[src/rtl/a5_xor_packer.sv]
// A5/1 keystream consumer: drops the mixing-phase bits of each frame, packs the rest
// MSB-first into W-bit words and XORs each word with one plaintext word.
module a5_xor_packer #(
  parameter int W       = 8,
  parameter int DISCARD = 100
) (
  input  logic         clk,
  input  logic         rest_n,
  input  logic         start,
  input  logic         ks_bit,
  input  logic         ks_valid,
  output logic         ks_ready,
  input  logic [W-1:0] pt_data,
  input  logic         pt_valid,
  input  logic         pt_last,
  output logic         pt_ready,
  output logic [W-1:0] ct_data,
  output logic         ct_valid,
  output logic         ct_last,
  input  logic         ct_ready,
  output logic         busy
);

  localparam int BW = $clog2(W + 1);
  localparam int DW = (DISCARD > 0) ? $clog2(DISCARD + 1) : 1;
  localparam logic [BW-1:0] BIT_FULL = BW'(W);
  localparam logic [DW-1:0] DISC_END = DW'(DISCARD);

  typedef enum logic [1:0] {S_IDLE, S_DISCARD, S_RUN} state_e;

  // With no mixing phase a new frame goes straight to packing.
  localparam state_e START_STATE = (DISCARD > 0) ? S_DISCARD : S_RUN;

  state_e        state_q, state_d;
  logic [DW-1:0] discCnt_q, discCnt_d;
  logic [BW-1:0] bitCnt_q, bitCnt_d;
  logic [W-1:0]  key_q, key_d;
  logic [W-1:0]  ctData_q, ctData_d;
  logic          ctValid_q, ctValid_d;
  logic          ctLast_q, ctLast_d;

  logic ksFire, ptFire, ctFire;

  assign ksFire = ks_valid && ks_ready;
  assign ptFire = pt_valid && pt_ready;
  assign ctFire = ctValid_q && ct_ready;

  always_ff @(posedge clk or negedge rest_n) begin
    if (!rest_n) begin
      state_q   <= S_IDLE;
      discCnt_q <= '0;
      bitCnt_q  <= '0;
      key_q     <= '0;
      ctData_q  <= '0;
      ctValid_q <= 1'b0;
      ctLast_q  <= 1'b0;
    end else begin
      state_q   <= state_d;
      discCnt_q <= discCnt_d;
      bitCnt_q  <= bitCnt_d;
      key_q     <= key_d;
      ctData_q  <= ctData_d;
      ctValid_q <= ctValid_d;
      ctLast_q  <= ctLast_d;
    end
  end

  always_comb begin
    state_d   = state_q;
    discCnt_d = discCnt_q;
    bitCnt_d  = bitCnt_q;
    key_d     = key_q;
    ctData_d  = ctData_q;
    ctValid_d = ctValid_q;
    ctLast_d  = ctLast_q;

    if (ctFire && !ptFire) begin
      ctValid_d = 1'b0;
    end

    // start aborts everything, including an undelivered ciphertext word.
    if (start) begin
      state_d   = START_STATE;
      discCnt_d = '0;
      bitCnt_d  = '0;
      key_d     = '0;
      ctValid_d = 1'b0;
    end else begin
      case (state_q)
        S_DISCARD: begin
          if (ksFire) begin
            discCnt_d = discCnt_q + DW'(1);
            if (discCnt_d == DISC_END) begin
              state_d = S_RUN;
            end
          end
        end
        S_RUN: begin
          if (ksFire) begin
            key_d    = W'({key_q, ks_bit});
            bitCnt_d = bitCnt_q + BW'(1);
          end
          if (ptFire) begin
            ctData_d  = pt_data ^ key_q;
            ctLast_d  = pt_last;
            ctValid_d = 1'b1;
            bitCnt_d  = '0;
            if (pt_last) begin
              state_d = S_IDLE;
            end
          end
        end
        default: ;
      endcase
    end
  end

  // Ready signals look only at state, counters, ct_ready and start.
  always_comb begin
    ks_ready = 1'b0;
    pt_ready = 1'b0;
    case (state_q)
      S_DISCARD: ks_ready = 1'b1;
      S_RUN: begin
        ks_ready = (bitCnt_q < BIT_FULL);
        pt_ready = (bitCnt_q == BIT_FULL) && (!ctValid_q || ct_ready) && !start;
      end
      default: ;
    endcase
  end

  assign busy     = (state_q != S_IDLE);
  assign ct_data  = ctData_q;
  assign ct_valid = ctValid_q;
  assign ct_last  = ctLast_q;

endmodule

[config.mk]
export PLATFORM = sky130hd
export DESIGN_NAME = a5_xor_packer
export DESIGN_NICKNAME = d
export VERILOG_FILES = /design/src/rtl/a5_xor_packer.sv
export SDC_FILE = /design/constraint.sdc
export NUM_CORES = 1
export LEC_CHECK = 0
export BUFFER_PORTS_ARGS = -buffer_cell sky130_fd_sc_hd__buf_2
export CORE_ASPECT_RATIO = 1.5
export CORE_MARGIN = 4
export CORE_UTILIZATION = 54
export CTS_CLUSTER_DIAMETER = 80
export DETAILED_ROUTE_END_ITERATION = 16
export GPL_ROUTABILITY_DRIVEN = 0
export PLACE_DENSITY = 0.78
export SKIP_CTS_REPAIR_TIMING = 1
export SYNTH_ARGS = -nofsm -noshare
export SYNTH_HDL_FRONTEND = slang
export SYNTH_SLANG_ARGS = --single-unit
[constraint.sdc]
create_clock -name clk -period 2.15 [get_ports clk]
set_input_delay 0.1075 -clock clk [delete_from_list [all_inputs] [get_ports clk]]
set_output_delay 0.1075 -clock clk [all_outputs]
set_load 0.01 [all_outputs]
**Word level (Yosys, flattened, before mapping)**

Index checks and enable logic that the tools add are counted.

- Bits in read-only memories: 0
- Bits of input ports: 16
- Bits in latches: 0
- Word-level logic and storage cells: 63
- Memories: 0
- Flip-flop bits (word level): 31
- Output and inout bits: 13
- RAM bits: 0

- Eq/ne operators: 8
- $mul: 0
- Reductions and logical operators: 21
- Bitwise operators: 2
- Div/mod/pow operators: 0
- Shifts and indexed selects: 0
- Magnitude comparators: 1
- Add/subtract/negate cells: 2
- Multiplexer cells: 22

Operators with widths:

| kind | number |
|---|---|
| 2-to-1 mux 8 bit | 3 |
| 2-to-1 mux 7 bit | 3 |
| 2-to-1 mux 4 bit | 4 |
| != test 3 bit, second input constant | 4 |
| 2-to-1 mux 2 bit | 5 |
| nonzero test 2 bit | 4 |
| bitwise XOR 8 bit | 1 |
| adder 7 x 1 -> 7 bit, second input constant | 1 |
| equality test 7 bit, second input constant | 1 |
| logical AND 1 bit | 6 |
| AND reduction 2 bit | 3 |
| nonzero test 3 bit | 2 |
| 2-to-1 mux 1 bit | 5 |
| AND reduction 5 bit | 1 |
| adder 4 x 1 -> 4 bit, second input constant | 1 |
| equality test 4 bit, second input constant | 1 |
| less-than comparator 4 bit, second input constant | 1 |
| case mux 2 bit (2 select lines) | 1 |
| logical NOT 1 bit | 3 |
| AND reduction 3 bit | 1 |
| equality test 2 x 1 -> 1 bit, second input constant | 1 |
| equality test 2 bit, second input constant | 1 |
| case mux 1 bit (2 select lines) | 1 |
| logical OR 1 bit | 1 |
| inverter 1 bit | 1 |

**Logic depth before layout (Yosys ltp)**

- Word-level depth: 12
- Depth in mapped cells: 10
- Gate-level depth less buffers: 7

**Worst setup path before layout**

Ideal clock, no wire load.

- Kind: reg-to-reg
- Start point: register state_q[0]
- End point: register state_q[1]
- Clock period less this slack: 1.825 ns
- Data arrival time: 1.700 ns
- Buffers on the path: 1
- Cell stages (with the launch flop): 9
- Slack: 0.325 ns
- Cells stage by stage: dfrtp_1 > inv_1 > ha_1 > nor2b_1 > and4_1 > buf_2 > o2bb2ai_1 > o311a_1 > mux2_4

- Word-level cells in the longest chain between the ends: 5
- Elaborated cells between the ends (all ways): 14

Ends and longest elaborated chain:

| item | line | text |
|---|---|---|
| from (decl) | 34 | `state_e state_q, state_d;` |
| from (signal assigned) | 58 | `state_q <= state_d;` |
| equality test 2 bit or equality test 2 x 1 -> 1 bit (tied branches) | 89, 122 |  |
| case mux 1 bit (2 select lines) or 2-to-1 mux 1 bit (tied branches) | 122 | `case (state_q)` |
| logical AND 1 bit (on tied branches) | 44, 45 |  |
| != test 3 bit (no line) | n/a |  |
| AND reduction 5 bit (no line) | n/a |  |

Several ways; a longest one is shown, not always the timed one.
A chain may end at the register's enable or synchronous reset.

**Worst setup path in the final report**

Ends and elaborated chain as after synthesis.

==> results summary <==
The run finished with clean final reports. The post-route clock period utilization came out at a little over 90%. The level count of the clock H-tree came out at 2. For the pin with the worst max-slew slack, the measured transition is 0.6918 ns.

The library cells used most frequently in the layout, excluding fill and tap cells, are dfrtp_1, buf_2, nor2_1. Between clock sinks in the finished design, the worst skew comes to 0.005837 ns. The final critical-path required period is 1.975 ns. The cell family with the largest share of critical-path delay is simple AND/OR/NAND/NOR gates.

At the placement stage, the worst setup path has a slack of about 0.2 ns. The clock latency on the worst-skew pair is around 0.28 ns. The floorplan die area is ~3800 µm². The floorplan step defined a core boundary enclosing approximately 2700 µm². The critical path ends at state_q[1]. Summed over all nets, the switching power comes to roughly 0.00024 W. The number of logic stages on the critical path including buffering came out at 7. The portion of total power attributed to the clock network came out at about two fifths. The depth of the worst register-to-register path came out at 7.

The internal power of the cells totals 0.0008611 W. The number of design-rule violations left by the first detailed-router iteration is 21. Setup repair after global routing left no endpoint under its margin. The die span in x is slightly above 50 µm.

Counting the fill cells in the layout gives roughly 230. At the worst endpoint, the arrival time is 2.15 ns. Cells fill roughly 67% of the core in the end. Yosys printed 0 warnings. The pin count of the biggest net entering global routing is 32. The number of antenna violations at the first check in global routing is 0. The post-route netlist has 22.53% of its cells at a drive strength greater than 1. The first detailed-routing pass ran for 2 iterations. The hold violation count in the final report came to 0. The number of pins exceeding their max-slew limit in the final report came to 0. The synthesized design devotes to its leading area cell type around half of total area. The maximum vdd ir drop is between 0.4 and 0.5 mV. The number of nets at the end of the flow is between 200 and 250. In the global route stage, overall resource usage came out at around a fifth.

The final critical-path setup slack came out at 0.1746 ns. The post-synth net total came out at approximately 170. The worst setup path is launched from a flop. The routed wire length is between 3000 and 4000 µm.

The power after layout came out at about 0.0011 W. Synthesis produced a netlist whose cell count is ~150. The buffering stage count on the worst path with inverters included is 1. The part of the total power dissipated in sequential elements came out at between 50% and 60%. The number of DRC violations after detailed routing came out at 0.

STA classifies the critical path endpoint as a flop. The number of diodes is 0. The share of synthesized area occupied by flip-flops and latches is roughly 50%.

The startpoint-to-endpoint class of the critical path is flop to flop. In this run the static leakage power is slightly below 1 nW. The fmax came out at 506.2 MHz. The startpoint identified for the worst register-to-register timing path is state_q[0].

The most critical setup path has its startpoint at state_q[0]. The initial cell density of the core is 56.98%. The endpoint identified for the worst register-to-register timing path is state_q[1]. Leaving out fill and tap cells, the most frequent cell in the layout is dfrtp_1. Sorting the synthesized cells by area gives the leading types as dfrtp_1, xnor2_1, nor2_1, mux2i_1, ha_1. The clock tree from TritonCTS is done. For this design, the slowest cell found on the critical path is dfrtp_1. The total standard cell area after synthesis is between 1500 and 2000 µm². Summing over every cut layer, the via total after detailed routing is roughly 1100. The tree is rooted in a clkbuf_8. The tool flagged a number of max-cap violations equal to 0. Combinational logic burns approximately 5.1% of the power. The number of port buffers is 28. The total overflow reported by the global router is 0.

The y dimension of the die is 73.78 µm. For this design, the sink count on the clock tree is 31. After detailed routing, the average wire length per cell comes to ~14 µm.

The average instance area after synthesis is slightly above 10 µm². During I/O placement, the number of pins put on the boundary was 29. The largest incremental delay on the critical path is ~0.38 ns. The switching part of the total power is 21.73%. TritonCTS created 5 clock buffers. For the worst setup path, the data required time is roughly 2.3 ns. The power density normalized to cell area came out at just over 600 nW/µm². The total number of placement rows came out at 23. The number of global-route vias before repair came to between 1000 and 1500.

The largest fanout of any net on the critical path came out at 6. The synthesized design contains 31 register bits. The critical path goes through inv_1 -> ha_1 -> nor2b_1 -> and4_1 -> o2bb2ai_1 -> o311a_1 -> mux2_4. The worst slew margin relative to its limit came out at approximately 54%. The clock slew at the register clock pins of the worst setup and hold paths came out at around 0.060 ns. The number of nets with antenna violations after routing is 0. The total negative setup slack came out at 0 ns. The clock passes through at most 2 buffers. The tightest min-delay check is of the primary input to flop type. Dividing the detail-routed via count by the number of cells gives about 5.2.

The distinct cell type count after synthesis came out at 33. The signed area change from the synthesized netlist to the final layout is 16.79%. Setup violations remaining at the end of the flow were counted as 0. The worst register-to-register path has a setup slack of 0.17 ns. The post-synthesis cell type with the largest combined area is dfrtp_1.

The global-route wire length before repair came out at around 5300 µm.
## layout make-up
class / instances / area, µm² / area share [%]
Tap cell: 37 / 46.29 / 2.545
Timing Repair Buffer: 31 / 165.2 / 9.078
Clock inverter: 1 / 5.005 / 0.2751
Multi-Input combinational cell: 105 / 714.4 / 39.27
Inverter: 8 / 30.03 / 1.651
Sequential cell: 31 / 775.7 / 42.64
Clock buffer: 6 / 82.58 / 4.539
## cells by family (layout without fill, tap and decap cells)
group	after synthesis	count (layout)	share of synthesized area, %
and+or+nand+nor	54	54	17.43
DFF	31	31	49.80
AOI/OAI and AO/OA	17	17	6.586
xor gates and xnor gates	17	17	9.558
buffers and inverters	16	46	4.337
muxes	11	11	7.470
adders and majority gates	6	6	4.819
## per-layer routing
metal	wire length [µm]	vias to the layer above	global-route usage, %
met4	42	0	8.746
met2	1631	16	31.89
li1	-	566	-
met3	82	5	6.085
met1	1265	548	21.08
met5	0	-	0
## through the flow
stage                     instances  area [µm²]  hold WS, ns
after floorplan                 152        1558      -0.1881
after global placement          211        1722       0.1784
after detailed placement        211        1722       0.1891
after CTS                       218        1809      -0.1233
after global routing            219        1819      0.08879
final                           219        1819      0.07425
## registers in the layout, indices dropped and copies added, names as in the netlist
register	cells
key_q	8
ct_data	8
discCnt_q	7
ct_last	1
ct_valid	1
state_q	2
bitCnt_q	4
## worst min-delay path, delay by kind of cell
family                 cells  cell delay, ns
buffers and inverters      1            0.08
multiplexers               1            0.05
AND/OR/NAND/NOR            1            0.08
## power groups by stage
stage                     registers [W]   logic, W  clock network [W]
after floorplan                0.000602  0.0000258                  0
after global placement         0.000602  0.0000538                  0
after detailed placement       0.000603  0.0000563                  0
after CTS                      0.000593  0.0000568           0.000475
after global routing           0.000593  0.0000638           0.000500
final                          0.000593  0.0000565           0.000451
## how the worst min path moves through the flow
stage / start / end / slack, ns / cells past startpoint
6_report: ks_bit / key_q[0] / 0.07 / 3
2_1_floorplan: rest_n / bitCnt_q[0] / -0.19 / 0
3_5_place_dp: rest_n / bitCnt_q[3] / 0.19 / 1
3_3_place_gp: rest_n / bitCnt_q[3] / 0.18 / 1
4_1_cts: rest_n / ct_data[3] / -0.12 / 1
5_1_grt: pt_last / ct_last / 0.09 / 2
## Yosys cell counts (all sizes together)
cell type / count
a21oi: 11
and2: 1
and3: 3
and4: 1
and4b: 1
buf: 4
clkbuf: 4
dfrtp: 31
ha: 6
inv: 8
mux2: 2
mux2i: 9
nand2: 4
nand2b: 1
nand3: 4
nand4: 4
nor2: 25
nor2b: 3
nor3: 4
nor3b: 1
nor4b: 1
o2111ai: 1
o21a: 1
o21ai: 1
o21bai: 1
o2bb2ai: 1
o311a: 1
or3: 1
xnor2: 13
xor2: 4
(Power assumes the default switching activity.)
